File: config.mk
export PLATFORM = sky130hd
export DESIGN_NAME = snake_food_gen
export DESIGN_NICKNAME = d
export VERILOG_FILES = /design/src/rtl/snake_pkg.sv /design/src/rtl/snake_lfsr8.sv /design/src/rtl/snake_food_gen.sv
export SDC_FILE = /design/constraint.sdc
export NUM_CORES = 1
export LEC_CHECK = 0
export CELL_PAD_IN_SITES_DETAIL_PLACEMENT = 1
export CELL_PAD_IN_SITES_GLOBAL_PLACEMENT = 2
export CORE_MARGIN = 3
export CORE_UTILIZATION = 31
export DETAILED_ROUTE_END_ITERATION = 10
export PLACE_DENSITY_LB_ADDON = 0.1
export REMOVE_ABC_BUFFERS = 1
export SLEW_MARGIN = 25
export SYNTH_ARGS = -nofsm -noshare
export SYNTH_HDL_FRONTEND = slang
export SYNTH_SLANG_ARGS = --single-unit
File: constraint.sdc
create_clock -name i_Clk -period 8.7 [get_ports i_Clk]
set_clock_uncertainty 0.2 [all_clocks]
set_input_delay 1.305 -clock i_Clk [delete_from_list [all_inputs] [get_ports i_Clk]]
set_output_delay 1.305 -clock i_Clk [all_outputs]
set_load 0.03 [all_outputs]
File: src/rtl/snake_pkg.sv
// Shared grid definitions for the snake game and its food generator.
package snake_pkg;

    localparam int GRID_W = 7;
    localparam int GRID_H = 6;
    localparam int CELLS  = GRID_W * GRID_H;

    typedef logic [5:0] cell_idx_t;
    typedef logic [2:0] coord_t;

    // Linear cell index y*7+x, built as (y<<3)-y+x so no multiplier is needed
    function automatic cell_idx_t cell_index(input coord_t x, input coord_t y);
        cell_idx_t y_wide;
        y_wide = {3'b000, y};
        return (y_wide << 3) - y_wide + {3'b000, x};
    endfunction

endpackage

File: src/rtl/snake_lfsr8.sv
// Free-running 8-bit Fibonacci LFSR (x^8+x^6+x^5+x^4+1) used as the food position source.
module snake_lfsr8 #(
    parameter logic [7:0] SEED = 8'hA5
) (
    input  logic       i_Clk,
    input  logic       i_Rst,
    output logic [7:0] o_Value
);

    logic [7:0] value_q;
    logic [7:0] value_d;
    logic       feedback;

    // Next state: shift left and feed back the XOR of the tap bits
    always_comb begin
        feedback = value_q[7] ^ value_q[5] ^ value_q[4] ^ value_q[3];
        value_d  = {value_q[6:0], feedback};
    end

    // Register advances every clock; a non-zero seed keeps it out of the all-zero lockup
    always_ff @(posedge i_Clk) begin
        if (i_Rst) begin
            value_q <= SEED;
        end else begin
            value_q <= value_d;
        end
    end

    assign o_Value = value_q;

endmodule

File: src/rtl/snake_food_gen.sv
// Picks a pseudo-random free grid cell for new food by scanning from an LFSR-derived start cell.
module snake_food_gen
    import snake_pkg::cell_idx_t;
    import snake_pkg::coord_t;
    import snake_pkg::cell_index;
#(
    parameter int         GRID_W    = 7,
    parameter int         GRID_H    = 6,
    parameter logic [7:0] LFSR_SEED = 8'hA5
) (
    input  logic                     i_Clk,
    input  logic                     i_Rst,
    input  logic                     i_Req,
    input  logic [GRID_W*GRID_H-1:0] i_Occupancy,
    output logic [2:0]               o_Food_X,
    output logic [2:0]               o_Food_Y,
    output logic                     o_Valid,
    output logic                     o_Busy,
    output logic                     o_Grid_Full
);

    localparam int CELLS = GRID_W * GRID_H;

    localparam logic [0:0] ST_IDLE = 1'b0;
    localparam logic [0:0] ST_SCAN = 1'b1;

    logic [0:0] state_q, state_d;
    coord_t     x_q, x_d;
    coord_t     y_q, y_d;
    logic [5:0] probe_q, probe_d;
    coord_t     food_x_q, food_x_d;
    coord_t     food_y_q, food_y_d;
    logic       valid_q, valid_d;
    logic       full_q, full_d;

    logic [7:0] lfsr_value;
    logic       lfsr_unused;
    coord_t     lfsr_x;
    coord_t     lfsr_y;
    cell_idx_t  probe_idx;
    logic       probe_occupied;

    snake_lfsr8 #(
        .SEED (LFSR_SEED)
    ) u_lfsr (
        .i_Clk   (i_Clk),
        .i_Rst   (i_Rst),
        .o_Value (lfsr_value)
    );

    // Only the low six LFSR bits pick the start cell
    assign lfsr_unused = ^lfsr_value[7:6];
    assign lfsr_x      = lfsr_value[2:0];
    assign lfsr_y      = lfsr_value[5:3];

    // Occupancy is sampled live at the cell currently being probed
    assign probe_idx      = cell_index(x_q, y_q);
    assign probe_occupied = i_Occupancy[probe_idx];

    // Scan FSM: latch start cell on request, then walk row-major until a free cell or a full lap
    always_comb begin
        state_d  = state_q;
        x_d      = x_q;
        y_d      = y_q;
        probe_d  = probe_q;
        food_x_d = food_x_q;
        food_y_d = food_y_q;
        valid_d  = 1'b0;
        full_d   = full_q;
        case (state_q)
            ST_IDLE: begin
                if (i_Req) begin
                    x_d     = (lfsr_x >= coord_t'(GRID_W)) ? lfsr_x - coord_t'(GRID_W) : lfsr_x;
                    y_d     = (lfsr_y >= coord_t'(GRID_H)) ? lfsr_y - coord_t'(GRID_H) : lfsr_y;
                    full_d  = 1'b0;
                    probe_d = 6'd0;
                    state_d = ST_SCAN;
                end
            end
            default: begin
                if (!probe_occupied) begin
                    food_x_d = x_q;
                    food_y_d = y_q;
                    valid_d  = 1'b1;
                    state_d  = ST_IDLE;
                end else if (probe_q == 6'(CELLS - 1)) begin
                    full_d  = 1'b1;
                    state_d = ST_IDLE;
                end else begin
                    probe_d = probe_q + 6'd1;
                    if (x_q == coord_t'(GRID_W - 1)) begin
                        x_d = 3'd0;
                        y_d = (y_q == coord_t'(GRID_H - 1)) ? 3'd0 : y_q + 3'd1;
                    end else begin
                        x_d = x_q + 3'd1;
                    end
                end
            end
        endcase
    end

    // State and output registers; reset aborts any scan in progress
    always_ff @(posedge i_Clk) begin
        if (i_Rst) begin
            state_q  <= ST_IDLE;
            x_q      <= 3'd0;
            y_q      <= 3'd0;
            probe_q  <= 6'd0;
            food_x_q <= 3'd0;
            food_y_q <= 3'd0;
            valid_q  <= 1'b0;
            full_q   <= 1'b0;
        end else begin
            state_q  <= state_d;
            x_q      <= x_d;
            y_q      <= y_d;
            probe_q  <= probe_d;
            food_x_q <= food_x_d;
            food_y_q <= food_y_d;
            valid_q  <= valid_d;
            full_q   <= full_d;
        end
    end

    assign o_Food_X    = food_x_q;
    assign o_Food_Y    = food_y_q;
    assign o_Valid     = valid_q;
    assign o_Busy      = (state_q == ST_SCAN);
    assign o_Grid_Full = full_q;

endmodule

==> results list, run 1 <==
- Number of design rule violations left after detail routing: 0
- Ranking of synthesized cells by area: dfxtp_1, mux2i_1, mux4_1
* Async SR Flop Fraction: 0%
- Placeable core region: 0.00596 mm²
* Share of total power in the clock network: 13.2%
- Share of synthesized cell area in and, or, nand and nor gates: 17.0%
- At the worst endpoint, the required time is 8680 ps.
* Share of cell area taken by muxes after synthesis: 20.0%
- Post-placement worst setup slack: 4720 ps
- Final hold slack: 215 ps
- The number of hold buffers added after CTS was 0.
- Pin count of the biggest net entering global routing: 26
- The analysis attributes to net switching a power of 0.366 mW.
- Of the total synthesized cell area, the portion taken by XOR and XNOR cells is 3.58%.
- Clock-pin slew was measured on the worst setup and hold paths at 70 ps.
- Number of gates resized after CTS: 0
- After synthesis, the mean cell area works out to 9.82 µm².
- Via count of the first global-routing pass: 1849
* Placer congestion estimate: 0.721
* Fraction of the mapped netlist area in compound gates: 18.5%
* Sort of element at the end of the critical path: flop
- FF+latch count, synth: 29
- For the pin with the worst max-slew slack, the measured transition is 833 ps.
- Of all nets on the critical path, the largest fanout is 11.
- Detailed placement finished with a half-perimeter wire length of 4250 µm.
* Yosys warnings: 0
- Initial Util: 32.3%
* Die outline width: 84.8 µm
- TritonCTS clock tree: done
- Based on the critical path, the design can be clocked at up to 254 MHz.
- For the worst-skew pair, the clock arrives at the later sink with an insertion delay of 290 ps.
- # H-tree levels: 2
- The routed design has 5400 µm of wire.
- Summing the areas of all fa, ha and maj instances in the mapped netlist gives 5.59% of the synthesized area.
* Number of top-level pins: 54
* P&R area growth vs syn: 34.3%
- In this run the worst hold path is classified as flop to flop.
* Type of the worst setup path: flop to flop
- Of the total power, the share spent switching nets is 44.0%.
- Wire length of the first global-routing pass: 9230 µm
- The most used flip-flop cell after synthesis is dfxtp_1.
* Count of final setup violators: 0
- Maximum resistive drop on vdd: 127 µV
- Total power density per cell area: 322 mW/mm²
- The share of synthesized area in the top cell type comes to 30.2%.
* Leftover overflow at the end of global routing: 0
- Total number of clock tree sinks: 29
* Final period demand of the worst path: 3940 ps
- TritonCTS buffer count: 5
* Cell internal pwr: 0.466 mW
- Number of standard cells after synthesis: 196
* Main combinational cell family by area after synthesis: multiplexers
- Count of flip-flops with a built-in enable after synthesis: 0
- Normalized max-slew margin: 44.4%
- Fin. Hold Viols: 0
- Across the run, the number of max-cap violations was 0.
- Number of DRC violations after detailed-routing iteration 0: 37
- Post-CTS timing repair inserted 0 buffers for setup.
- The initial antenna violation count was 0.
- By count the netlist is led by dfxtp_1, a21oi_1, mux2i_1, nor2_1, inv_1.
- # nets final: 302
- By instance count, the leading cell after synthesis is dfxtp_1.
- Run status: finished clean
- The netlist uses 54 different library cells.
- Pins over their slew limit: 0
* Initial DRT Pass Iterations: 4
- The filler cells instantiated in the layout total 697.
- Period utilization: 45.3%
* Port bufs: 53
- Worst EP arrival: 3920 ps
- Total vias in the final route: 1677
- In this run the core area contains 28 standard-cell rows.
- Residual antenna-violating net count after detailed routing: 0
- Mean routed wirelength per cell: 16.6 µm
* Number of antenna cells inserted: 0
- Setup crit start kind: flop
- Leakage power: 0.995 nW
- Setup total negative slack: 0 ps
* Share of total power in combinational logic: 64.5%
- The die covers 0.00719 mm².
* Buffer type at the clock tree root: clkbuf_8
* Post-layout power: 0.832 mW
* Top cell type by total area after synthesis: dfxtp_1
* Vert. Die Dim: 84.8 µm
* Post-Synthesis Cell Area: 0.00192 mm²
- Global-route usage over all layers: 16.2%
* Unrepaired setup endpoints after global routing: no
- Share of power burned in registers: 22.4%
* Number of buffers between clock root and the deepest sink: 2
- Sequential element share of the synthesized area: 30.2%
* Layout cells sized above 1: 11.2%
- Setup ws final: 4760 ps
* Vias per cell: 5.16
==> sequential cells by signal (all words and copies together), names as in the netlist <==
signal / flops
u_lfsr.o_Value: 8
probe_q: 6
o_Food_X: 3
o_Food_Y: 3
x_q: 3
y_q: 3
o_Busy: 1
o_Grid_Full: 1
o_Valid: 1
==> per-stage QoR <==
| stage | std cells | instance area [µm²] | utilization, % |
|---|---|---|---|
| finish | 325 | 2580 | 43.4 |
| global route | 325 | 2580 | 43.4 |
| CTS | 325 | 2580 | 43.4 |
| detailed placement | 317 | 2500 | 42.0 |
| global placement | 317 | 2500 | 42.0 |
| floorplan | 188 | 1870 | - |
==> final timing paths <==
kind | depth (start not counted) | from | endpoint | slack, ps
setup reg to reg | 10 | y_q[0] | probe_q[0] | 4760
hold / removal | 1 | u_lfsr.o_Value[6] | u_lfsr.o_Value[7] | 210
hold reg to reg | 1 | u_lfsr.o_Value[6] | u_lfsr.o_Value[7] | 210
setup / recovery | 10 | y_q[0] | probe_q[0] | 4760
==> final cells by class <==
cell class              instances  area [µm²]  share of cell area, %
clock buffers                   6        72.6                   2.81
inverters                      12        45.0                   1.74
flip-flops and latches         29         581                   22.5
repair buffers                 54         538                   20.8
multi-input cells             147        1240                   48.2
clock inverters                 2        10.0                  0.387
well taps                      75        93.8                   3.63
==> placed cells by master, fill, tap and decap left out, drive strengths merged, types with 2 or more instances in the layout <==
| master | count |
|---|---|
| a211oi | 3 |
| a21oi | 16 |
| a22oi | 2 |
| a31o | 2 |
| a31oi | 2 |
| and3 | 3 |
| clkbuf | 6 |
| clkdlybuf4s50 | 53 |
| clkinv | 2 |
| dfxtp | 29 |
| ha | 7 |
| inv | 12 |
| mux2i | 14 |
| mux4 | 10 |
| nand2 | 11 |
| nand3 | 4 |
| nor2 | 14 |
| nor2b | 7 |
| nor3 | 10 |
| o21ai | 7 |
| o221ai | 2 |
| o311a | 2 |
| o41ai | 2 |
| or2 | 4 |
| or3 | 2 |
| xnor2 | 5 |
| xor2 | 2 |
==> logic make-up after synthesis <==
group,count (synthesis)
adder cells (fa/ha/maj),8
buffers and inverters,20
flip-flops,29
multiplexers,24
XOR/XNOR,7
AND/OR/NAND/NOR,61
AO/OA/AOI/OAI,47
==> metal layers <==
layer	wire length, µm	part of all wire (%)	global-route usage [%]
met2	2710	50	26.5
met3	172	3.2	4.32
met5	0	0	0
met1	2480	46	21.0
met4	46	0.85	4.46
==> power by group through the flow <==
stage               registers [mW]  logic [mW]  clock network, mW
finish                       0.186       0.537              0.110
CTS                          0.186       0.545              0.114
detailed placement           0.188       0.543                  0
floorplan                    0.192       0.412                  0
global route                 0.191       0.596              0.119
global placement             0.189       0.542                  0
==> critical path: stages, from the launching register on <==
cell and delay [ps]:
dfxtp_1 450, ha_1 240, inv_1 60, fa_1 900
mux4_1 630, mux2i_1 160, mux2i_1 160, a22oi_4 290
a21oi_2 200, or3_1 380, and3_1 170
(Power assumes the default switching activity.)
==> run 2: changes to the inputs <==
--- a/config.mk
+++ b/config.mk
@@ -8,7 +8,7 @@
 export CELL_PAD_IN_SITES_DETAIL_PLACEMENT = 1
 export CELL_PAD_IN_SITES_GLOBAL_PLACEMENT = 2
 export CORE_MARGIN = 3
-export CORE_UTILIZATION = 31
+export CORE_UTILIZATION = 29
 export DETAILED_ROUTE_END_ITERATION = 10
 export PLACE_DENSITY_LB_ADDON = 0.1
 export REMOVE_ABC_BUFFERS = 1
==> constraint.sdc (replaced) <==
create_clock -name i_Clk -period 4.05 [get_ports i_Clk]
set_clock_uncertainty 0.2 [all_clocks]
set_input_delay 0.6075 -clock i_Clk [delete_from_list [all_inputs] [get_ports i_Clk]]
set_output_delay 0.6075 -clock i_Clk [all_outputs]
set_load 0.03 [all_outputs]
==> run 2 against run 1 <==
Against the previous run: first-iteration DRC count is 110% higher; sequential power is 100% higher; global-route usage hardly changed; register-to-register slack worse by 4400 ps; die area is 6.4% higher; critical path type unchanged; highest routed layer unchanged.
==> results list, run 2 (same netlist as run 1, synthesis figures left out) <==
* Run status: finished clean
- Post-placement worst setup slack: 347 ps (-4370 ps)
- Total power density per cell area: 717 mW/mm² (+120%)
- The maximum number of pins on one net before global-route repair was 17 (-35%).
- Hold Crit Class: flop to flop
- The area of placed instances is 0.00256 mm² (+2.2%).
- The TritonCTS buffer count was 5 (unchanged).
* Setup ws final: 393 ps (-4360 ps)
* Crit-path max FO: 11 (unchanged)
* Number of antenna violations at the first check in global routing: 0 (unchanged)
- The count of endpoints failing setup in the final report is 0 (unchanged).
- Final hold slack: 212 ps (-2.35 ps)
- Clock input transition at the sequential cells of the worst setup and hold paths: 70 ps (about the same)
- The core footprint was 0.00639 mm² (+7.2%).
* Wire length of the first global-routing pass: 9470 µm (+2.7%)
* Mean routed wirelength per cell: 16.6 µm (-0.44%)
- Most common cell after layout, fill and taps aside: clkdlybuf4s50_1
* Leftover overflow at the end of global routing: 0 (unchanged)
* Total vias in the final route: 1740 (+3.8%)
- Port bufs: 53 (unchanged)
- Area of the die: 0.00765 mm² (+6.4%)
* Vert. Die Dim: 87.5 µm (+3.1%)
- Count of buffering cells on the critical path with inverters included: 3 (+2)
- Number of design rule violations left after detail routing: 0 (unchanged)
- Placer congestion estimate: 0.762 (+5.7%)
- On the critical path, the stage with the largest delay is an instance of fa_1.
* Final period demand of the worst path: 3660 ps (-285 ps)
* Via count of the first global-routing pass: 1894 (+2.4%)
- Drt total wl: 5530 µm (+2.3%)
* Highest cell delay on the worst timing path: 430 ps (-470 ps)
- MaxCap Viol Count: 0 (unchanged)
- Die outline width: 87.5 µm (+3.1%)
- The number of hold-repair buffers added at the cts stage was 0 (unchanged).
- Number of top-level pins: 54 (unchanged)
* Total number of clock tree sinks: 29 (unchanged)
- Maximum resistive drop on vdd: 263 µV (+110%)
- The initial core utilization is 30.1% (-2.2 points).
* Residual antenna-violating net count after detailed routing: 0 (unchanged)
- Leakage power: 1.04 nW (+5.0%)
* Number of flip-flops in the largest register: 8 (unchanged)
* Setup repair bufs after CTS: 0 (unchanged)
- The post-cts repair resize count is 0 (unchanged).
* Sort of element at the end of the critical path: flop
- Final cell area excluding filler cells: 0.00267 mm² (+3.4%)
* Setup total negative slack: 0 ps (unchanged)
- Insertion delay to the later sink of the worst-skew pair: 290 ps (about the same)
- The number of nets in the finished design was 309 (+2.3%).
* Fill count: 745 (+6.9%)
* TritonCTS clock tree: done
- The layout cell share with drive strength beyond 1 was 13.6% (+2.4 points).
- Global-route usage over all layers: 16.1% (about the same)
- Transition time of the tightest slew-check pin: 648 ps (-185 ps)
* Type of the worst setup path: flop to flop
* Number of DRC violations after detailed-routing iteration 0: 79 (+110%)
- The required time of the critical path came to 4040 ps (-4640 ps).
- Setup repair after global routing left no endpoint under its margin.
- The detailed-placement wirelength estimate came to 4440 µm (+4.4%).
* Most used cells in the layout excluding fill and tap cells: clkdlybuf4s50_1, dfxtp_1, a21oi_1, mux2i_1, nor2_1
- The arrival time of data at the critical path endpoint is 3640 ps (-280 ps).
- The final-report hold violation count came to 0 (unchanged).
- The site row count came to 29 (+3.6%).
- Setup crit start kind: flop
- Number of buffers between clock root and the deepest sink: 2 (unchanged)
* Buffer type at the clock tree root: clkbuf_8
- The portion of the clock cycle consumed by the worst path in the final layout came to 90.3% (+45 points).
- Number of antenna cells inserted: 0 (unchanged)
- Delay-heaviest family, CP: adder cells
- Pins over their slew limit: 0 (unchanged)
* Vias per cell: 5.21 (+0.96%)
* Cell-by-cell listing of the critical path: inv_1 > ha_1 > inv_1 > fa_1 > xnor2_2 > buf_4 > mux4_1 > mux2i_1 > mux2i_1 > a22oi_4 > a21oi_2 > or3_1 > and3_1
* P&R area growth vs syn: 38.9%
- The number of H-tree branching levels was 2 (unchanged).
- The headroom to the max-slew limit was 56.3% (+12 points).
- The count of TritonRoute iterations in the first routing pass is 4 (unchanged).
* Highest clock frequency the design can meet: 273 MHz (+7.8%)
[run 2: cell count changes in the layout (fill, tap and decap cells not counted)]
| cell | before | now |
|---|---|---|
| buf_4 | 1 | 8 |
| bufinv_16 | 0 | 1 |
| clkbuf_8 | 5 | 6 |
| clkinv_2 | 2 | 0 |
[run 2: per-stage QoR]
| stage | std cells | power [mW] | utilization (%) |
|---|---|---|---|
| 2_1_floorplan | 188 | 1.30 | - |
| 3_3_place_gp | 326 | 1.61 | 40.0 |
| 3_5_place_dp | 326 | 1.62 | 40.0 |
| 4_1_cts | 334 | 1.95 | 41.9 |
| 5_1_grt | 334 | 2.08 | 41.9 |
| 6_report | 334 | 1.92 | 41.9 |
[run 2: worst paths after layout]
kind                     startpoint                end  slack [ps]  cells after the start
setup / recovery             x_q[0]         probe_q[0]         390                     13
hold / removal    u_lfsr.o_Value[6]  u_lfsr.o_Value[7]         210                      1
setup reg to reg             x_q[0]         probe_q[0]         390                     13
hold reg to reg   u_lfsr.o_Value[6]  u_lfsr.o_Value[7]         210                      1
[run 2: cell type report]
cell class	count	area, µm²	area share, %
multi-input combinational	147	1240	46.6
timing repair buffer	61	591	22.1
sequential	29	581	21.7
tap	77	96.3	3.60
clock buffer	7	86.3	3.23
inverter	12	45.0	1.68
clock inverter	1	30.0	1.12
[run 2: power breakdown]
part	internal, mW	switching [mW]
clock	0.200	0.117
combinational	0.584	0.642
sequential	0.330	0.0421
total	1.11	0.801
[run 2: routing by layer]
metal	vias to the layer above	wire, µm	global-route usage (%)
met3	7	244	4.64
met5	-	0	0
li1	858	-	-
met4	0	77	4.60
met2	36	2680	26.4
met1	839	2530	20.6
[run 2: worst reg2reg max path: stages, from the launching register on]
cell and delay, ps:
dfxtp_1 360, inv_1 110, ha_1 190, inv_1 60, fa_1 430, xnor2_2 380
buf_4 220, mux4_1 280, mux2i_1 150, mux2i_1 140, a22oi_4 300, a21oi_2 200
or3_1 370, and3_1 160
==> run 3: changes to the inputs <==
--- a/config.mk
+++ b/config.mk
@@ -8,8 +8,9 @@
 export CELL_PAD_IN_SITES_DETAIL_PLACEMENT = 1
 export CELL_PAD_IN_SITES_GLOBAL_PLACEMENT = 2
 export CORE_MARGIN = 3
-export CORE_UTILIZATION = 29
+export CORE_UTILIZATION = 38
 export DETAILED_ROUTE_END_ITERATION = 10
+export DONT_BUFFER_PORTS = 1
 export PLACE_DENSITY_LB_ADDON = 0.1
 export REMOVE_ABC_BUFFERS = 1
 export SLEW_MARGIN = 25
==> run 3 against run 2 <==
Against the previous run: routed wire length is 12% lower; fmax fell by 3.6%; cell area fell by 22%; clock power decreased by 4%; register-to-register slack lost 130 ps; via count down 10%; critical endpoint unchanged.
==> results list, run 3 (same netlist as run 1, synthesis figures left out) <==
- The highest fanout seen on the critical path came to 11 (unchanged).
- Sort of element at the end of the critical path: flop
- The overall die area was 0.00595 mm² (-22%).
- The number of hold-repair buffers added at the cts stage is 0 (unchanged).
- Number of design rule violations left after detail routing: 0 (unchanged)
- The worst-margin pin slew came to 862 ps (+215 ps).
- Highest clock frequency the design can meet: 264 MHz (-3.6%)
- Unrepaired setup endpoints after global routing: no
- Utilization of the core after routing: 43.5% (+1.6 points)
* Standard cell area after detailed placement: 0.00198 mm² (-23%)
- The max capacitance violation total came to 0 (unchanged).
- The kind of cell with the highest combined delay along the critical path is multiplexers.
- Number of antenna cells inserted: 0 (unchanged)
- TritonCTS built the clock tree.
* Maximum resistive drop on vdd: 444 µV (+69%)
* Residual antenna-violating net count after detailed routing: 0 (unchanged)
* Number of gates resized after CTS: 0 (unchanged)
- The final-report max-slew violation count came to 0 (unchanged).
- The headroom to the max-slew limit came to 42.4% (-14 points).
- Type of the worst setup path: flop to flop
- The TritonCTS buffer count came to 5 (unchanged).
- Setup slack of the worst register-to-register path: 260 ps (-130 ps)
- The maximum number of pins on one net before global-route repair was 26 (+9).
- The tree is rooted in a clkbuf_8.
- Count of final setup violators: 0 (unchanged)
* Cell-by-cell listing of the critical path: inv_1 > ha_1 > inv_1 > fa_2 > buf_4 > mux4_1 > mux2i_1 > mux2i_1 > a22oi_4 > a21oi_2 > or3_1 > and3_1
* Number of flip-flops in the largest register: 8 (unchanged)
* Worst EP arrival: 3770 ps (+130 ps)
- Required time reported for the critical path endpoint: 4020 ps (-20 ps)
- The global-route wire length before repair was 8160 µm (-14%).
* Vert. Die Dim: 77.2 µm (-12%)
- The number of buffers and inverters on the critical path was 3 (unchanged).
- The worst setup path is launched from a flop.
- Critical Path Slowest Stage Cell: fa_2
* Die outline width: 77.2 µm (-12%)
* Number of antenna violations at the first check in global routing: 0 (unchanged)
- The clock latency reported for the late side of the worst-skew pair is 280 ps (about the same).
- The library cell used most frequently in the layout, excluding fill and tap cells, is dfxtp_1.
- The total wire length after detailed routing came to 4860 µm (-12%).
- The final total negative setup slack was 0 ps (unchanged).
* Leakage power: 0.811 nW (-22%)
- The via count of the first global-routing pass came to 1687 (-11%).
- Placer congestion estimate: 0.748 (-1.9%)
* Total power density per cell area: 866 mW/mm² (+21%)
- Port bufs: 0 (-100%)
- Number of DRC violations after detailed-routing iteration 0: 37 (-53%)
* Total vias in the final route: 1566 (-10%)
- The number of cells after detailed placement was 258 (-21%).
- The average wire per standard cell came to 18.3 µm (+10%).
- The layout cell share with drive strength beyond 1 is 16.1% (+2.5 points).
- The number of H-tree branching levels came to 2 (unchanged).
* Fin. Hold Viols: 0 (unchanged)
- The critical path's largest stage delay came to 650 ps (+220 ps).
- Number of buffers between clock root and the deepest sink: 2 (unchanged)
* Initial DRT Pass Iterations: 5 (+1)
- Most used cells in the layout excluding fill and tap cells: dfxtp_1, a21oi_1, mux2i_1, nor2_1, inv_1
- # nets final: 251 (-19%)
- Final period demand of the worst path: 3790 ps (+135 ps)
- Vias per cell: 5.89 (+13%)
- Floorplan row count: 25 (-14%)
- Run status: finished clean
* Period utilization: 93.6% (+3.3 points)
- Final hold slack: 191 ps (-21.0 ps)
* Number of top-level pins: 54 (unchanged)
- Setup repair bufs after CTS: 0 (unchanged)
- The total routing resource utilization after global routing came to 16.9% (+0.75 points).
* Hold Crit Class: input port to flop
* Final cell area excluding filler cells: 0.00209 mm² (-22%)
* Total number of clock tree sinks: 29 (unchanged)
- Layout Cells excl Fill: 266 (-20%)
* Clock input transition at the sequential cells of the worst setup and hold paths: 70 ps (about the same)
- The detailed-placement wirelength estimate is 3740 µm (-16%).
- The total congestion overflow after global routing was 0 (unchanged).
- P&R area growth vs syn: 8.84%
- The core footprint was 0.00482 mm² (-25%).
- Initial Util: 39.9% (+9.8 points)
==> run 3: changes by cell type in the layout (fill, tap and decap cells not counted), sizes merged <==
cell / delta
buf: -5
clkbuf: -2
clkdlybuf4s50: -53
clkinv: +1
clkinvlp: +1
==> run 3: layout make-up <==
cell class | count | area, µm²
multi-input combinational | 147 | 1250
fill | 580 | 2720
tap | 67 | 83.8
clock buffer | 5 | 68.8
clock inverter | 3 | 46.3
inverter | 12 | 45.0
timing repair buffer | 3 | 22.5
sequential | 29 | 581
==> run 3: worst paths after layout <==
path / startpoint / to / cells after the start
max: x_q[0] / probe_q[0] / 12
min: i_Rst / o_Food_X[2] / 1
max reg2reg: x_q[0] / probe_q[0] / 12
min reg2reg: u_lfsr.o_Value[6] / u_lfsr.o_Value[7] / 1
==> run 3: power breakdown <==
group	total (mW)	switching, mW	internal [mW]
Combinational	1.11	0.593	0.513
Sequential	0.404	0.0740	0.330
Clock	0.303	0.119	0.184
==> run 3: stage by stage <==
stage               power (mW)  worst slack, ps
floorplan                 1.30              550
global placement          1.47              361
detailed placement        1.50              240
CTS                       1.82              186
global route              1.95             78.2
finish                    1.81              259
==> run 3: routing by layer <==
layer | GRT usage [%] | vias to the layer above | part of all wire [%] | wire length (µm)
li1 | - | 745 | - | -
met1 | 20.6 | 760 | 43 | 2090
met2 | 29.3 | 56 | 50 | 2420
met3 | 4.81 | 5 | 6.3 | 307
met4 | 3.91 | 0 | 0.72 | 35
met5 | 0 | - | 0 | 0
